File: config.mk
export PLATFORM = sky130hd
export DESIGN_NAME = mole_rng_sched
export DESIGN_NICKNAME = d
export VERILOG_FILES = /design/src/rtl/mole_rng_sched.sv
export SDC_FILE = /design/constraint.sdc
export NUM_CORES = 1
export LEC_CHECK = 0
export ABC_AREA = 1
export BUFFER_PORTS_ARGS = -buffer_cell sky130_fd_sc_hd__buf_2
export CAP_MARGIN = 20
export CORE_MARGIN = 1.5
export CORE_UTILIZATION = 52
export CTS_CLUSTER_DIAMETER = 60
export DETAILED_ROUTE_END_ITERATION = 8
export GPL_TIMING_DRIVEN = 0
export PLACE_DENSITY = 0.75
export SKIP_CTS_REPAIR_TIMING = 1
export SLEW_MARGIN = 20
export SYNTH_ARGS = -nofsm -noshare
export SYNTH_HDL_FRONTEND = slang
export SYNTH_SLANG_ARGS = --single-unit
File: constraint.sdc
create_clock -name clkGlobal -period 1.7 [get_ports clkGlobal]
set_clock_uncertainty 0.15 [all_clocks]
set_input_delay 0.34 -clock clkGlobal [delete_from_list [all_inputs] [get_ports clkGlobal]]
set_output_delay 0.34 -clock clkGlobal [all_outputs]
set_load 0.05 [all_outputs]
File: src/rtl/mole_rng_sched.sv
// Mole-position generator: a free-running Galois LFSR feeds rejection-sampled hole picks
// with an optional no-repeat rule and a deterministic fallback after MAX_TRIES draws.
module mole_rng_sched #(
  parameter int                N_HOLES   = 5,
  parameter int                IDX_W     = 3,
  parameter int                LFSR_W    = 16,
  parameter logic [LFSR_W-1:0] LFSR_TAPS = 16'hB400,
  parameter logic [LFSR_W-1:0] SEED      = 16'hACE1,
  parameter int                MAX_MOLES = 30,
  parameter int                MAX_TRIES = 8,
  parameter int                NO_REPEAT = 1
) (
  input  logic               clkGlobal,
  input  logic               resetN,
  input  logic               start,
  input  logic               tick,
  input  logic               sample,
  input  logic               hit,
  output logic [IDX_W-1:0]   holeIdx,
  output logic [N_HOLES-1:0] holeLed,
  output logic               moleValid,
  output logic [5:0]         moleCount,
  output logic               busy,
  output logic               done
);

  localparam int TRY_W = $clog2(MAX_TRIES + 1);

  localparam logic [2:0] S_IDLE = 3'd0;
  localparam logic [2:0] S_WAIT = 3'd1;
  localparam logic [2:0] S_DRAW = 3'd2;
  localparam logic [2:0] S_SHOW = 3'd3;
  localparam logic [2:0] S_DONE = 3'd4;

  logic [2:0]        state;
  logic [LFSR_W-1:0] lfsr;
  logic [IDX_W-1:0]  last_idx;
  logic [TRY_W-1:0]  tries;
  logic [IDX_W-1:0]  cand;
  logic [IDX_W-1:0]  fallback;
  logic [IDX_W-1:0]  pick;
  logic [IDX_W:0]    inc;
  logic              req;
  logic              cand_ok;
  logic              last_try;

  assign req  = tick | sample;
  assign cand = lfsr[IDX_W-1:0];
  assign busy = (state == S_DRAW);

  always_comb begin
    cand_ok  = ({1'b0, cand} < (IDX_W+1)'(N_HOLES)) &&
               ((NO_REPEAT == 0) || (N_HOLES == 1) || (cand != last_idx));
    inc      = {1'b0, last_idx} + 1'b1;
    fallback = (inc >= (IDX_W+1)'(N_HOLES)) ? '0 : inc[IDX_W-1:0];
    pick     = cand_ok ? cand : fallback;
    last_try = (tries == TRY_W'(MAX_TRIES - 1));
  end

  always_ff @(posedge clkGlobal or negedge resetN) begin
    if (!resetN) lfsr <= SEED;
    else         lfsr <= {1'b0, lfsr[LFSR_W-1:1]} ^ (lfsr[0] ? LFSR_TAPS : '0);
  end

  always_ff @(posedge clkGlobal or negedge resetN) begin
    if (!resetN) begin
      state     <= S_IDLE;
      holeIdx   <= '0;
      holeLed   <= '0;
      moleValid <= 1'b0;
      moleCount <= '0;
      done      <= 1'b0;
      last_idx  <= '0;
      tries     <= '0;
    end else if (start) begin
      state     <= S_WAIT;
      holeIdx   <= '0;
      holeLed   <= '0;
      moleValid <= 1'b0;
      moleCount <= '0;
      done      <= 1'b0;
      tries     <= '0;
    end else begin
      case (state)
        S_WAIT, S_SHOW: begin
          // A request outranks a same-cycle hit; both clear the shown mole.
          if (req || (state == S_SHOW && hit)) begin
            holeIdx   <= '0;
            holeLed   <= '0;
            moleValid <= 1'b0;
          end
          if (req) begin
            tries <= '0;
            if (moleCount == 6'(MAX_MOLES)) begin
              state <= S_DONE;
              done  <= 1'b1;
            end else begin
              state <= S_DRAW;
            end
          end else if (state == S_SHOW && hit) begin
            state <= S_WAIT;
          end
        end
        S_DRAW: begin
          if (cand_ok || last_try) begin
            holeIdx   <= pick;
            holeLed   <= N_HOLES'(1) << pick;
            moleValid <= 1'b1;
            last_idx  <= pick;
            moleCount <= moleCount + 6'd1;
            state     <= S_SHOW;
          end else begin
            tries <= tries + 1'b1;
          end
        end
        default: ;
      endcase
    end
  end

endmodule

==> flow_metrics.py <==
metrics = {
    "outcome": {
        "violations": "setup timing",
        "status": "finished, violations left",
    },
    "power": {
        "swShare_pct": 39.2,
        "p_leak_nw": 1.36,
        "clkPwrFrac_pct": 26.0,
        "combPwrFrac_pct": 40.8,
        "pwr-share-seq_pct": 33.2,
        "internal-power_mw": 2.19,
        "p_switching_mw": 1.41,
        "peakVddDrop_uv": 1020,
        "p_per_area_mw_per_mm2": 1470,
    },
    "setup_path": {
        "arrival_ns": 1.88,
        "crit_fanout": 8,
        "crit_slowest_cell": "dfstp_2",
        "slowest_delay_ns": 0.55,
        "start_kind": "flip-flop",
        "worst_setup_path_end_kind": "flip-flop",
        "crit_chain": "buf_6 > nand2_2 > nand2_2 > nand3_4 > nand2_8 > nand2_8 > nand2_8 > inv_8 > clkbuf_16 > nand2_4 > o21ai_2",
        "crit_type": "flip-flop to flip-flop",
        "worstPathRequired_ns": 1.74,
        "critPathTopFamily": "simple AND/OR/NAND/NOR gates",
        "crit_top_cell": "nand2_8",
        "crit_buf_inv": 3,
    },
    "synth": {
        "synth_edf_count": 0,
        "synth_top_area_share_pct": 42.6,
        "synthCells": 222,
        "yosys-top-cells-area": "dfrtp_1 43%, nand2_1 15%, dfstp_2 11%",
        "synth-seq-cells": 42,
        "syn_area_mm2": 0.00200,
        "avgSynthCellArea_um2": 9.01,
        "yosysTopAreaCell": "dfrtp_1",
        "syn_nets": 233,
        "synthFlopType": "dfrtp_1",
        "yosysSeqAreaShare_pct": 53.1,
        "yosys_warnings": 0,
        "synth_cell_type_count": 25,
        "synth-async-reset-ratio_pct": 100,
    },
    "cells_and_area": {
        "nets": 267,
        "layout.cells.non_filler": 305,
        "area_growth_pct": 22.5,
        "final_cell_mix": "72 x nand2_1, 34 x dfrtp_1, 21 x buf_2, 19 x inv_1, 13 x nor2_1",
        "drive_gt1_share_pct": 31.1,
        "n_antenna_cell": 0,
        "final_common_cell": "nand2_1",
    },
    "placed_design": {
        "io_buffers": 22,
        "gp_congestion": 0.791,
        "dp_hpwl_um": 2450,
        "place_inst": 292,
    },
    "route": {
        "drc": 0,
        "finalWirelength_um": 3720,
        "first_pass_iters": 4,
        "ant_nets": 0,
        "drt-initial-drc-count": 46,
        "via_per_inst": 4.84,
        "route.vias.total": 1477,
        "routedWlPerCell_um": 12.2,
    },
    "floorplanning": {
        "io_pins": 23,
        "floorplan.core_area_mm2": 0.00369,
        "rows": 22,
        "initial_utilization_pct": 54.2,
        "chipWidth_um": 65.0,
        "fp.dieH_um": 65.0,
        "dieArea_mm2": 0.00423,
    },
    "timing": {
        "rsz0062_at_grt": "yes",
        "hold_viol": 0,
        "whs_ns": 0.0187,
        "finalMaxSlewViolations": 0,
        "finalCriticalPeriod_ns": 1.84,
        "period_share_pct": 108,
        "setup_viol": 25,
        "worst_slew_pin_slew_ns": 0.908,
        "relSlewSlack_pct": 39.5,
        "fmax_ghz": 0.544,
        "setup_ws_ns": -0.137,
    },
    "clocking": {
        "cts_max_path_buffers": 2,
        "cts_tree": "yes",
        "cts_max_level": 2,
        "cts.sinks": 42,
        "numCtsBuffers": 5,
        "clk_latency_ns": 0.30,
        "cts_root_buf": "clkbuf_8",
        "path_clk_slew_ns": 0.08,
    },
    "grt": {
        "grt_max_degree": 43,
        "antenna_found_initial": 0,
        "grt_pass1_wl_um": 6030,
        "grt_remaining_overflow": 0,
        "grt_pass1_vias": 1376,
        "grt.total_usage_pct": 19.1,
    },
    "hold_path": {
        "min_path_type": "input port to asynchronous set/reset pin",
    },
    "run": {
        "cap_viol_max_count": 0,
    },
}
==> sequential cells by signal (all words and copies together) (netlist names) <==
signal,count
done,1
tries,4
lfsr,16
moleValid,1
moleCount,6
holeIdx,3
holeLed,5
state,3
last_idx,3
==> per-stage QoR <==
step | worst slack, ns | cell area, um2 | total power [mW] | util (%) | TNS [ns]
3_3_place_gp | -0.0933 | 2170 | 2.39 | 58.8 | -1.31
2_1_floorplan | 0.00323 | 2000 | 2.16 | - | 0
3_5_place_dp | -0.118 | 2170 | 2.42 | 58.8 | -1.76
6_report | -0.137 | 2450 | 3.59 | 66.4 | -2.23
5_1_grt | -0.207 | 2450 | 3.83 | 66.4 | -4.46
4_1_cts | -0.137 | 2310 | 3.37 | 62.6 | -2.46
==> logic make-up after synthesis <==
family          share of synthesized area, %
compound gates                          4.88
xor+xnor                                2.63
fa+ha+maj                               3.13
buf+inv                                 6.95
flops                                   53.1
simple gates                            29.3
==> cell usage after synthesis (2+ instances only) <==
cell,n
o21ai_0,3
nand2_1,79
nand2_2,4
nand4_1,5
dfrtp_1,34
dfstp_2,8
inv_2,4
o21ai_2,5
nand3_1,13
xor2_1,6
nand3_2,3
buf_6,2
nand2_4,5
ha_1,5
o21ai_1,4
inv_1,20
nor2_1,14
==> worst register-to-register path: stages (launching register included) <==
cell and delay (ns):
dfstp_2 0.55, buf_6 0.14, nand2_2 0.06, nand2_2 0.08
nand3_4 0.12, nand2_8 0.14, nand2_8 0.07, nand2_8 0.11
inv_8 0.05, clkbuf_16 0.15, nand2_4 0.06, o21ai_2 0.05
==> layer usage <==
| layer | global-route usage [%] | share of wire, % |
|---|---|---|
| met5 | 0 | 0 |
| met4 | 9.38 | 2.3 |
| met3 | 5.56 | 4.3 |
| met2 | 28.7 | 46 |
| met1 | 25.3 | 47 |
==> final cells by class <==
class                   count  area [um2]
plain buffers               3        46.3
clock buffers               5        68.8
clock inverters             3        68.8
fillers                   303        1240
inverters                  25         104
multi-input cells         152         868
flip-flops and latches     42        1060
well taps                  48        60.1
repair buffers             27         171
==> power by group through the flow <==
stage	Combinational (mW)	Sequential (mW)	Clock (mW)
floorplan	0.851	1.31	0
global placement	1.18	1.20	0
detailed placement	1.21	1.21	0
CTS	1.22	1.19	0.958
global route	1.61	1.21	1.01
finish	1.47	1.19	0.936
==> path summary, 6_finish.rpt <==
kind	startpoint	to	slack [ns]	cells after the start
hold / removal	resetN	moleCount[4]	0.02	1
setup reg to reg	lfsr[0]	last_idx[1]	-0.14	11
hold reg to reg	lfsr[9]	lfsr[8]	0.20	0
setup / recovery	lfsr[0]	last_idx[1]	-0.14	11
min in group clkGlobal	start	done	0.16	2
max in group asynchronous	resetN	moleValid	0.81	1
Note: power is estimated with default switching activity, not from simulation.
